File: src/rtl/aha_tlx_mem_pkg.sv
`default_nettype none
// ============================================================================
// Module      : aha_tlx_mem_pkg
// Description : Shared TLX memory-domain types and default SRAM geometry.
// Revision    : 1.0 - initial release
// ============================================================================
package aha_tlx_mem_pkg;

  // Default TLX SRAM geometry (64-bit words)
  localparam int unsigned TLX_ADDR_WIDTH = 27;
  localparam int unsigned TLX_DATA_WIDTH = 64;

  // Tenure beat counter is 8 bits wide and saturates here
  localparam logic [7:0] BEAT_CNT_SAT = 8'hFF;

  // Arbiter ownership state
  typedef enum logic [1:0] {
    ARB_IDLE = 2'd0,
    ARB_OWN0 = 2'd1,
    ARB_OWN1 = 2'd2
  } arb_state_e;

endpackage
`default_nettype wire

File: src/rtl/aha_rr_tenure_fsm.sv
`default_nettype none
// ============================================================================
// Module      : aha_rr_tenure_fsm
// Description : Two-port round-robin arbiter with bounded burst tenure.
//               Grants are combinational; ownership hands over with no bubble.
// Revision    : 1.0 - initial release
// ============================================================================
module aha_rr_tenure_fsm
  import aha_tlx_mem_pkg::*;
#(
  parameter int unsigned MAX_BURST = 8
) (
  input  logic clk_i,
  input  logic rst_ni,
  input  logic req0_i,
  input  logic req1_i,
  output logic gnt0_o,
  output logic gnt1_o
);

  localparam logic [7:0] MAX_BURST_CNT = 8'(MAX_BURST);

  arb_state_e state_q, state_d;
  logic [7:0] beat_cnt_q, beat_cnt_d;
  logic       last_owner_q, last_owner_d;
  logic       burst_done;

  // Tenure is used up once the owner has taken MAX_BURST beats
  assign burst_done = (beat_cnt_q >= MAX_BURST_CNT);

  // State register; last_owner resets to 1 so port 0 wins the first tie
  always_ff @(posedge clk_i or negedge rst_ni) begin
    if (!rst_ni) begin
      state_q      <= ARB_IDLE;
      beat_cnt_q   <= 8'd0;
      last_owner_q <= 1'b1;
    end else begin
      state_q      <= state_d;
      beat_cnt_q   <= beat_cnt_d;
      last_owner_q <= last_owner_d;
    end
  end

  // Next-state: follow whichever grant was issued this cycle
  always_comb begin
    state_d      = state_q;
    beat_cnt_d   = beat_cnt_q;
    last_owner_d = last_owner_q;
    case (state_q)
      ARB_IDLE: begin
        if (gnt0_o) begin
          state_d    = ARB_OWN0;
          beat_cnt_d = 8'd1;
        end else if (gnt1_o) begin
          state_d    = ARB_OWN1;
          beat_cnt_d = 8'd1;
        end
      end
      ARB_OWN0: begin
        if (gnt0_o) begin
          if (beat_cnt_q != BEAT_CNT_SAT) beat_cnt_d = beat_cnt_q + 8'd1;
        end else begin
          state_d      = gnt1_o ? ARB_OWN1 : ARB_IDLE;
          beat_cnt_d   = gnt1_o ? 8'd1 : 8'd0;
          last_owner_d = 1'b0;
        end
      end
      ARB_OWN1: begin
        if (gnt1_o) begin
          if (beat_cnt_q != BEAT_CNT_SAT) beat_cnt_d = beat_cnt_q + 8'd1;
        end else begin
          state_d      = gnt0_o ? ARB_OWN0 : ARB_IDLE;
          beat_cnt_d   = gnt0_o ? 8'd1 : 8'd0;
          last_owner_d = 1'b1;
        end
      end
      default: begin
        state_d    = ARB_IDLE;
        beat_cnt_d = 8'd0;
      end
    endcase
  end

  // Grant outputs: owner keeps the port until it drops or its tenure expires under contention
  always_comb begin
    gnt0_o = 1'b0;
    gnt1_o = 1'b0;
    case (state_q)
      ARB_IDLE: begin
        gnt0_o = req0_i & (~req1_i | last_owner_q);
        gnt1_o = req1_i & (~req0_i | ~last_owner_q);
      end
      ARB_OWN0: begin
        gnt0_o = req0_i & (~burst_done | ~req1_i);
        gnt1_o = req1_i & (~req0_i | burst_done);
      end
      ARB_OWN1: begin
        gnt1_o = req1_i & (~burst_done | ~req0_i);
        gnt0_o = req0_i & (~req1_i | burst_done);
      end
      default: begin
        gnt0_o = 1'b0;
        gnt1_o = 1'b0;
      end
    endcase
    // No grant may escape while reset is asserted
    gnt0_o = gnt0_o & rst_ni;
    gnt1_o = gnt1_o & rst_ni;
  end

endmodule
`default_nettype wire

File: src/rtl/aha_sram_port_arbiter.sv
`default_nettype none
// ============================================================================
// Module      : aha_sram_port_arbiter
// Description : Shares one single-port TLX SRAM between two requesters:
//               request mux, read-return routing and contention statistics.
// Revision    : 1.0 - initial release
// ============================================================================
module aha_sram_port_arbiter
  import aha_tlx_mem_pkg::*;
#(
  parameter int unsigned ADDR_WIDTH = TLX_ADDR_WIDTH,
  parameter int unsigned DATA_WIDTH = TLX_DATA_WIDTH,
  parameter int unsigned MAX_BURST  = 8,
  parameter int unsigned CNT_WIDTH  = 16
) (
  input  logic                    ACLK,
  input  logic                    ARESETn,
  input  logic                    REQ0,
  input  logic                    REQ1,
  input  logic [ADDR_WIDTH-1:0]   ADDR0,
  input  logic [ADDR_WIDTH-1:0]   ADDR1,
  input  logic [DATA_WIDTH/8-1:0] WE0,
  input  logic [DATA_WIDTH/8-1:0] WE1,
  input  logic [DATA_WIDTH-1:0]   WDATA0,
  input  logic [DATA_WIDTH-1:0]   WDATA1,
  output logic                    GNT0,
  output logic                    GNT1,
  output logic                    RVALID0,
  output logic                    RVALID1,
  output logic [DATA_WIDTH-1:0]   RDATA,
  output logic                    SRAM_CS,
  output logic [DATA_WIDTH/8-1:0] SRAM_WE,
  output logic [ADDR_WIDTH-1:0]   SRAM_ADDR,
  output logic [DATA_WIDTH-1:0]   SRAM_WDATA,
  input  logic [DATA_WIDTH-1:0]   SRAM_RDATA,
  output logic [CNT_WIDTH-1:0]    CONTENTION_CNT
);

  localparam int unsigned BE_WIDTH = DATA_WIDTH / 8;

  logic                 rvalid0_q, rvalid0_d;
  logic                 rvalid1_q, rvalid1_d;
  logic [CNT_WIDTH-1:0] cnt_q, cnt_d;

  aha_rr_tenure_fsm #(
    .MAX_BURST (MAX_BURST)
  ) u_tenure_fsm (
    .clk_i  (ACLK),
    .rst_ni (ARESETn),
    .req0_i (REQ0),
    .req1_i (REQ1),
    .gnt0_o (GNT0),
    .gnt1_o (GNT1)
  );

  // SRAM request mux; port 0 drives address/data when nobody is granted
  always_comb begin
    SRAM_CS    = (REQ0 & GNT0) | (REQ1 & GNT1);
    SRAM_ADDR  = GNT1 ? ADDR1  : ADDR0;
    SRAM_WDATA = GNT1 ? WDATA1 : WDATA0;
    SRAM_WE    = {BE_WIDTH{1'b0}};
    if (SRAM_CS) SRAM_WE = GNT1 ? WE1 : WE0;
  end

  // Read-return tags and contention counter next values
  always_comb begin
    rvalid0_d = REQ0 & GNT0 & ~(|WE0);
    rvalid1_d = REQ1 & GNT1 & ~(|WE1);
    cnt_d     = cnt_q;
    if (((REQ0 & ~GNT0) | (REQ1 & ~GNT1)) && (cnt_q != {CNT_WIDTH{1'b1}}))
      cnt_d = cnt_q + CNT_WIDTH'(1);
  end

  // Response and statistics registers
  always_ff @(posedge ACLK or negedge ARESETn) begin
    if (!ARESETn) begin
      rvalid0_q <= 1'b0;
      rvalid1_q <= 1'b0;
      cnt_q     <= {CNT_WIDTH{1'b0}};
    end else begin
      rvalid0_q <= rvalid0_d;
      rvalid1_q <= rvalid1_d;
      cnt_q     <= cnt_d;
    end
  end

  assign RVALID0        = rvalid0_q;
  assign RVALID1        = rvalid1_q;
  assign RDATA          = SRAM_RDATA;
  assign CONTENTION_CNT = cnt_q;

endmodule
`default_nettype wire

File: config.mk
export PLATFORM = sky130hd
export DESIGN_NAME = aha_sram_port_arbiter
export DESIGN_NICKNAME = d
export VERILOG_FILES = /design/src/rtl/aha_tlx_mem_pkg.sv /design/src/rtl/aha_rr_tenure_fsm.sv /design/src/rtl/aha_sram_port_arbiter.sv
export SDC_FILE = /design/constraint.sdc
export NUM_CORES = 1
export LEC_CHECK = 0
export CORE_AREA = 10 10 165 167
export CTS_BUF_LIST = sky130_fd_sc_hd__clkbuf_2
export DETAILED_ROUTE_END_ITERATION = 12
export DIE_AREA = 0 0 175 177
export PLACE_DENSITY = 0.54
export SETUP_SLACK_MARGIN = 0.05
export SYNTH_ARGS = -nofsm -noshare
export SYNTH_HDL_FRONTEND = slang
export SYNTH_HIERARCHICAL = 1
export SYNTH_SLANG_ARGS = --single-unit
export TNS_END_PERCENT = 20
File: constraint.sdc
create_clock -name ACLK -period 5.2 [get_ports ACLK]
set_input_delay 1.04 -clock ACLK [delete_from_list [all_inputs] [get_ports ACLK]]
set_output_delay 1.04 -clock ACLK [all_outputs]
set_load 0.02 [all_outputs]
; Word level (Yosys, flattened, before mapping)
; Cells that the tools add are included.
; W data, S select, Z words.
[totals]
memories = 0
word_cells = 77
out_inout_bits = 184
latchBits = 0
rom_bits = 0
regBits = 29
in_bits = 266
mem_bits_rw = 0
[classes]
n_mux = 24
n_reduce_logical = 7
n_div = 0
multipliers = 0
n_lt_le_gt_ge = 1
eq_ne = 7
bitwise_logic = 30
n_addsub = 2
shifts = 0
[ops]
columns = operator, count
row1 = $mux W64, 1
row2 = $mux W8, 7
row3 = $mux W27, 1
row4 = $pmux W8 S3, 1
row5 = $add A16 B1 Y16 const B, 1
row6 = $ne A16 B16 Y1 const B, 1
row7 = $reduce_or A8 Y1, 2
row8 = $and A1 B1 Y1, 14
row9 = $mux W2, 5
row10 = $add A8 B1 Y8 const B, 1
row11 = $ge A8 B4 Y1 const B, 1
row12 = $ne A8 B8 Y1 const B, 1
row13 = $not A1 Y1, 8
row14 = $or A1 B1 Y1, 8
row15 = $pmux W1 S3, 2
row16 = $pmux W2 S3, 1
row17 = $reduce_and A3 Y1, 2
row18 = $mux W1, 5
row19 = $ne A2 B2 Y1 const B, 2
row20 = $ne A3 B3 Y1 const B, 1
row21 = $eq A2 B1 Y1 const B, 1
row22 = $eq A2 B2 Y1 const B, 1
row23 = $logic_not A2 Y1, 1
row24 = $pmux W1 S2, 1
row25 = other kinds (2), 2

; Depth between registers and ports, before layout
; Gate-level depths: netlist of the first run.
[logic_depth]
ltp_word = 10
ltp_mapped = 11
depth_no_buf = 10

; Hierarchy
; The synthesis of the first run kept the hierarchy.
[modules_own_cells]
columns = module, area_each_um2, n_inst, seq_area_each_um2, cells_per_inst
row1 = aha_sram_port_arbiter, 2613.8, 1, 450.4, 270
row2 = aha_rr_tenure_fsm, 1091.0, 1, 276.5, 129

; Least setup slack after synthesis of the first run
; OpenSTA, ideal clock, no wires.
[synth_timing]
path_type = input to output
start = input REQ0
end = output SRAM_ADDR[18]
path_slack_ps = 1508
path_stages = 7
arrival_ps = 2652
n_path_buf = 2
required_time_ps = 4160
path_cell_list = nand3b_1 -> nand4b_1 -> a21o_4 -> inv_4 -> clkbuf_1 -> buf_1 -> mux2_2
[synth_between]
elab_chain_cells = 6
word_cells_on_any_way = 10
cone_classes = 2 x mux / 8 x bitwise
[synth_lines]
columns = item, line
row1 = from (decl), aha_sram_port_arbiter.sv:18  ; input logic REQ0,
row2 = $not A1 Y1 *, "aha_rr_tenure_fsm.sv:91, aha_rr_tenure_fsm.sv:95, aha_rr_tenure_fsm.sv:98"
row3 = $or A1 B1 Y1 (on tied branches), "aha_rr_tenure_fsm.sv:98, aha_rr_tenure_fsm.sv:91, aha_rr_tenure_fsm.sv:95"
row4 = $and A1 B1 Y1 (on tied branches), "aha_rr_tenure_fsm.sv:98, aha_rr_tenure_fsm.sv:91, aha_rr_tenure_fsm.sv:95"
row5 = $pmux W1 S3 *, aha_rr_tenure_fsm.sv:88  ; case (state_q)
row6 = $and A1 B1 Y1 *, aha_rr_tenure_fsm.sv:108  ; gnt1_o = gnt1_o & rst_ni;
row7 = via GNT1, aha_sram_port_arbiter.sv:27  ; output logic GNT1,
row8 = $mux W27 *, aha_sram_port_arbiter.sv:59  ; SRAM_ADDR = GNT1 ? ADDR1 : ADDR0;
row9 = to (decl), aha_sram_port_arbiter.sv:33  ; output logic [ADDR_WIDTH-1:0] SRAM_ADDR,
; Mark *: on every way through the listed nets, which the timed path passes. The rest lies on a longest branch.

; Worst setup path in the final report of the first run
[layout_timing]
start = input REQ0
end = output SRAM_WE[5]
[layout_between]
elab_chain_cells = 8
word_cells_on_any_way = 19
cone_classes = 4 x mux / 15 x bitwise
[layout_lines]
columns = item, line
row1 = $not A1 Y1, "aha_rr_tenure_fsm.sv:91, aha_rr_tenure_fsm.sv:95, aha_rr_tenure_fsm.sv:98"
row2 = $or A1 B1 Y1 (on tied branches), "aha_rr_tenure_fsm.sv:98, aha_rr_tenure_fsm.sv:91, aha_rr_tenure_fsm.sv:95"
row3 = $and A1 B1 Y1 (on tied branches), "aha_rr_tenure_fsm.sv:98, aha_rr_tenure_fsm.sv:91, aha_rr_tenure_fsm.sv:95"
row4 = $pmux W1 S3, aha_rr_tenure_fsm.sv:88
row5 = $and A1 B1 Y1, aha_rr_tenure_fsm.sv:108
row6 = $and A1 B1 Y1, aha_sram_port_arbiter.sv:58  ; SRAM_CS = (REQ0 & GNT0) | (REQ1 & GNT1);
row7 = $or A1 B1 Y1, aha_sram_port_arbiter.sv:58
row8 = $mux W8 *, aha_sram_port_arbiter.sv:62  ; if (SRAM_CS) SRAM_WE = GNT1 ? WE1 : WE0;
row9 = to (decl), aha_sram_port_arbiter.sv:32  ; output logic [DATA_WIDTH/8-1:0] SRAM_WE,
; Every way passes the cells marked *; elsewhere a longest branch is shown, timed or not.

==> results of run 1 <==
## layer usage
layer,share of wire (%),track usage [%]
met4,1.1,1.978
met5,0.061,0
met3,12,7.275
met2,48,21.79
met1,38,14.58
## sequential cells by signal (all words and copies together) (netlist names)
register / cells
CONTENTION_CNT: 16
u_tenure_fsm/beat_cnt_q: 8
RVALID1: 1
u_tenure_fsm/last_owner_q: 1
RVALID0: 1
u_tenure_fsm/state_q: 2
## worst reg2reg max path: stages, from the launching register on
cell	delay [ps]
dfrtp_1	490
inv_1	90
ha_1	430
nand2_1	110
a31oi_1	280
a21o_4	210
inv_4	40
buf_12	160
or2b_2	370
a21oi_1	530
nand4_1	240
xnor2_1	170
## kinds of logic after synthesis
| group | count (synthesis) |
|---|---|
| xor+xnor | 10 |
| buf+inv | 94 |
| flops | 29 |
| simple gates | 96 |
| mux | 106 |
| compound gates | 56 |
| fa+ha+maj | 8 |
## layout by cell type (no fill, tap or decap), types with 3 or more instances in the layout
master and instances:
nor3_1 7, clkdlybuf4s50_1 313, xor2_1 3, nor4_1 5, nand2_1 16, clkbuf_2 5, nand2b_1 3, a22oi_1 5
buf_12 9, nor2_1 14, mux2_2 93, mux2i_1 11, buf_4 5, o21ai_0 10, o21a_1 3, and2_1 5
nand3_1 12, a21oi_1 9, inv_1 12, xnor2_1 7, dfrtp_1 28, o22ai_1 5, nand4_1 6, and3_1 3
ha_1 8
## worst max-delay path by stage
| stage | start | endpoint | slack, ps | cells past startpoint |
|---|---|---|---|---|
| 2_1_floorplan | REQ0 | SRAM_ADDR[18] | 1510 | 7 |
| 3_3_place_gp | REQ0 | SRAM_WDATA[34] | 460 | 9 |
| 3_5_place_dp | REQ0 | SRAM_WDATA[32] | 470 | 9 |
| 4_1_cts | REQ0 | SRAM_WDATA[32] | 450 | 9 |
| 5_1_grt | REQ1 | SRAM_WE[3] | 270 | 7 |
| 6_report | REQ0 | SRAM_WE[5] | 410 | 8 |
## area by class of cell
type                    count  area, sq um
diodes                      1        2.502
clock buffers               5        25.02
multi-input cells         276         2370
inverters                  14        55.05
clock inverters             3        41.29
repair buffers            327         3351
flip-flops and latches     29        726.9
fillers                  2574        16990
well taps                 324        405.4
## metrics by stage
stage / total power, W / cells / setup slack [ps] / utilization (%) / hold slack [ps]
3_3_place_gp: 0.001722 / 970 / 460.1 / 28.83 / 510.5
4_1_cts: 0.001894 / 978 / 446.3 / 29.10 / 540.9
2_1_floorplan: 0.001100 / 399 / 1508 / - / 510.9
5_1_grt: 0.001986 / 978 / 272.6 / 29.10 / 563.7
6_report: 0.001863 / 979 / 410.8 / 29.11 / 541.5
3_5_place_dp: 0.001710 / 970 / 465.4 / 28.83 / 516.6
## power groups by stage
stage          logic [W]  clock network (W)  registers (W)
2_1_floorplan   0.000730                  0       0.000370
3_3_place_gp     0.00138                  0       0.000346
3_5_place_dp     0.00136                  0       0.000346
4_1_cts          0.00138           0.000177       0.000341
5_1_grt          0.00145           0.000186       0.000352
6_report         0.00135           0.000169       0.000342
==> impl_metrics.ini, run 1 <==
[timing]
finalCriticalPeriod_ps = 4789
fin_crit_sh_pct = 92.10
finalMaxSlewViolations = 0
rsz0062_at_grt = false
tightest_slew_ps = 890.5
clock-skew-final_ps = 11.30
clock.fmax_ghz = 0.2088
finalHoldViolCount = 0
max_slew_margin_pct = 40.63
setup_viol = 0
fin_setup_tns_ps = 0

[die]
num_rows = 57
chipHeight_microns = 177
die-area_sq_um = 30980
start_util_pct = 15.46
die_x_microns = 175
io-pin-count = 450
core-area_sq_um = 23960

[global_routing]
grt_pass1_wl_mm = 30.48
antenna_found_initial = 3
grt.total_usage_pct = 13.06
grt_pass1_vias = 4399
grt_max_degree = 33
grt_overflow = 0

[critical_path]
end_kind = output pin
worst_r2r_endpoint = CONTENTION_CNT[15]
cp_cell_sequence = clkdlybuf4s50_1 -> nand2_1 -> a31oi_1 -> a21o_4 -> inv_4 -> a22oi_1 -> nor2_1 -> clkdlybuf4s50_1
cp-start-kind = primary input
cp_top_family = buffers and inverters
r2r_start = u_tenure_fsm/state_q[0]
critPathMaxFanout = 9
critical_path_arrival_ps = 3750
crit_type = in2out
crit_buf_inv = 3
crit_top_cell = clkdlybuf4s50_1
worstPathRequired_ps = 4160
critPathMaxStageDelay_ps = 680
r2r_cells = 11
slowest_stage = a22oi_1
r2r_setup_slack_ps = 1980

[yosys]
synth_ff_type = dfrtp_1
synthSimpleGateAreaFrac_pct = 15.37
synth_top_area_share_pct = 28.27
ys_ff_latch = 29
synthAdderAreaFrac_pct = 2.702
syn_inst = 399
synth_top_family_by_area = multiplexers
synth_seq_area_share_pct = 19.62
synth_area_leaders = mux2_2 28%, dfrtp_1 19%, buf_4 13%, mux2i_1 3.0%, ha_1 2.7%
synth-xor-area-share_pct = 2.364
synth_nets = 673
synth_area_leader_cell = mux2_2
async_flop_share_pct = 100.0
syn_avg_cell_area_sq_um = 9.285
ys_types = 69
yosys.cell_count.top_type = mux2_2
netlist_area_sq_um = 3705
synthMuxAreaShare_pct = 31.95
synth_commonest_cells = 93 x mux2_2, 64 x buf_4, 28 x dfrtp_1
synth_edf_count = 0
yosysWarnings = 6
synth_compound_area_share_pct = 11.58

[routing]
post_drt_wl_per_cell_microns = 21.72
wl_mm = 21.27
viasPerCell = 4.124
ant_nets = 0
drc = 0
vias = 4037
drt-initial-drc-count = 235
first_pass_iters = 5

[place]
dpl_cell_area_sq_um = 6908
hpwl_mm = 18.44
portBuffers = 321
gp_congestion = 0.8170

[min_path]
min_path_type = reg2reg
worstHoldPathCells = 1
whs_endpoint = CONTENTION_CNT[11]
hp-start = CONTENTION_CNT[11]

[clocking]
cts_hold_buf = 0
cts_buffers = 5
cts.path.max_buffers = 2
clkTransAtPathRegs_ps = 180
h-tree-depth = 2
clock-root-buffer = clkbuf_2
post_cts_buffers = 0
clkSinkCount = 29
cts_tree = done
worstSkewPairLatency_ps = 360
cts_resized = 0

[layout]
area_growth_pct = 88.31
drive_above_1_share_pct = 20.64
final_area_sq_um = 6977
nets = 927

[power_and_ir_drop]
combPwrFrac_pct = 72.6
p_sw_w = 0.0008155
power.share.sequential_pct = 18.3
p_leak_nw = 2.536
p_sw_share_pct = 43.77
clock_power_share_pct = 9.1
peakVddDrop_uv = 96.69
intPower_w = 0.001048
p_per_area_nw_per_um2 = 267.1

[run_status]
status = finished clean

[job]
cap_violations = 0
Power figures use the tool's default switching activity.
==> run 2, diff against run 1 <==
Settings changed: REMOVE_ABC_BUFFERS set to 1, SKIP_CTS_REPAIR_TIMING set to 1.
==> run 2 against run 1 <==
Total power down 5.2%. Clock-buffer cell count stayed put. Non-clock buffer count stayed put. Sequential share of layout area grew 0.12 points. Via count increased by 3.8%. Register-to-register slack improved by 170 ps. Largest power group unchanged.
==> impl_metrics.ini, run 2 (synthesis results as in run 1) <==
[die]
io-pin-count = 450
die_x_microns = 175
num_rows = 57
chipHeight_microns = 177
die-area_sq_um = 30980
core-area_sq_um = 23960
start_util_pct = 15.46

[place]
dpl_worst_slack_ps = 519.8
hpwl_mm = 24.24
portBuffers = 321
gp_congestion = 0.8425

[global_routing]
grt_max_degree = 43
antenna_found_initial = 2
grt.total_usage_pct = 16.44
grt_pass1_vias = 4457
grt_pass1_wl_mm = 36.07
grt_overflow = 0

[layout]
mostFrequentLayoutCells = 321 x clkdlybuf4s50_1, 93 x mux2_2, 28 x dfrtp_1
final_util_pct = 28.78
area_growth_pct = 86.12
largest_reg_flops = 16
drive_above_1_share_pct = 19.57
nets = 927
final_common_cell = clkdlybuf4s50_1
antenna_cells = 0

[routing]
vias = 4189
drc = 0
wl_mm = 27.07
drt-initial-drc-count = 97
viasPerCell = 4.283
first_pass_iters = 5
post_drt_wl_per_cell_microns = 27.67
ant_nets = 0

[clocking]
clkSinkCount = 29
clock-root-buffer = clkbuf_2
cts.path.max_buffers = 2
worstSkewPairLatency_ps = 370
h-tree-depth = 2
cts_tree = done
cts_buffers = 5
clkTransAtPathRegs_ps = 160

[timing]
clock.fmax_ghz = 0.2142
clock-skew-final_ps = 34.42
setup_viol = 0
fin_crit_sh_pct = 89.78
finalHoldViolCount = 0
fin_setup_tns_ps = 0
max_slew_margin_pct = 52.51
layout_setup_ws_ps = 531.4
finalCriticalPeriod_ps = 4669
tightest_slew_ps = 712.4
finalMaxSlewViolations = 0
rsz0062_at_grt = false

[min_path]
whs_endpoint = CONTENTION_CNT[6]
worstHoldPathCells = 1
hp-start = CONTENTION_CNT[6]
min_path_type = reg2reg

[critical_path]
r2r_start = u_tenure_fsm/state_q[0]
worstPathRequired_ps = 4160
r2r_setup_slack_ps = 2150
crit_type = in2out
cp-start-kind = primary input
critical_path_arrival_ps = 3630
critPathMaxStageDelay_ps = 570
r2r_cells = 10
crit_top_cell = clkdlybuf4s50_1
crit_buf_inv = 4
cp_top_family = buffers and inverters
slowest_stage = clkdlybuf4s50_1
critPathMaxFanout = 42
end_kind = output pin
worst_r2r_endpoint = CONTENTION_CNT[15]
cp_cell_sequence = clkdlybuf4s50_1 -> nand3b_1 -> nand4b_1 -> a21o_4 -> inv_4 -> buf_12 -> mux2_2 -> clkdlybuf4s50_1

[run_status]
status = finished clean

[power_and_ir_drop]
p_leak_nw = 2.493
p_per_area_nw_per_um2 = 256.2
peakVddDrop_uv = 110.6

[job]
cap_violations = 0
==> run 2: cell types whose count changed in the layout (fill, tap and decap cells not counted), sizes merged <==
cell           before  now
diode               1    0
clkdlybuf4s50     313  321
bufinv              1    0
buf                14    6
clkinv              1    2
==> run 2: cell type report <==
cell class	count	area [sq um]
clock buffers	5	25.02
clock inverters	3	17.52
fillers	2589	17070
inverters	14	55.05
multi-input cells	276	2370
flip-flops and latches	29	726.9
well taps	324	405.4
repair buffers	327	3296
==> run 2: worst max path at each step <==
stage               start        endpoint  slack (ps)  cells after the start
floorplan            REQ0      SRAM_WE[0]        1190                      6
global placement     REQ0  SRAM_WDATA[43]         560                      8
detailed placement   REQ0  SRAM_WDATA[43]         520                      8
CTS                  REQ0  SRAM_WDATA[43]         510                      8
global route         REQ0  SRAM_WDATA[43]         390                      8
finish               REQ0  SRAM_WDATA[43]         530                      8
==> run 2: worst reg2reg max path, cell delays in order, from the launching register on <==
cell	delay (ps)
dfrtp_1	480
inv_1	90
ha_1	400
o211ai_1	180
o2111ai_1	170
o21ai_2	290
inv_2	130
or2b_1	310
a21oi_1	570
nand4_1	220
xnor2_1	160
==> run 2: per-layer routing <==
| layer | GRT usage, % | routed length (microns) | vias up |
|---|---|---|---|
| met5 | 6.709 | 252 | - |
| met1 | 13.65 | 8207 | 1854 |
| met2 | 27.02 | 12200 | 419 |
| met4 | 0.7065 | 25 | 6 |
| met3 | 17.79 | 6378 | 8 |
| li1 | - | - | 1902 |
==> run 2: power breakdown <==
part | switching (W) | internal (W)
logic | 0.000623 | 0.000680
registers | 0.0000678 | 0.000274
clock network | 0.0000909 | 0.0000315
total | 0.000781 | 0.000985
==> run 2: through the flow <==
stage	hold WS, ps	instance area [sq um]	total power [W]	instances
3_5_place_dp	529.3	6853	0.001650	970
5_1_grt	592.4	6895	0.001881	978
4_1_cts	555.0	6895	0.001785	978
6_report	545.6	6895	0.001767	978
2_1_floorplan	511.0	3152	0.001018	319
3_3_place_gp	514.4	6853	0.001659	970
==> run 3, diff against run 2 <==
Settings changed: GPL_ROUTABILITY_DRIVEN set to 0.
==> results of run 3 <==
Final layout, timing and power as in run 2 (identical DEF).
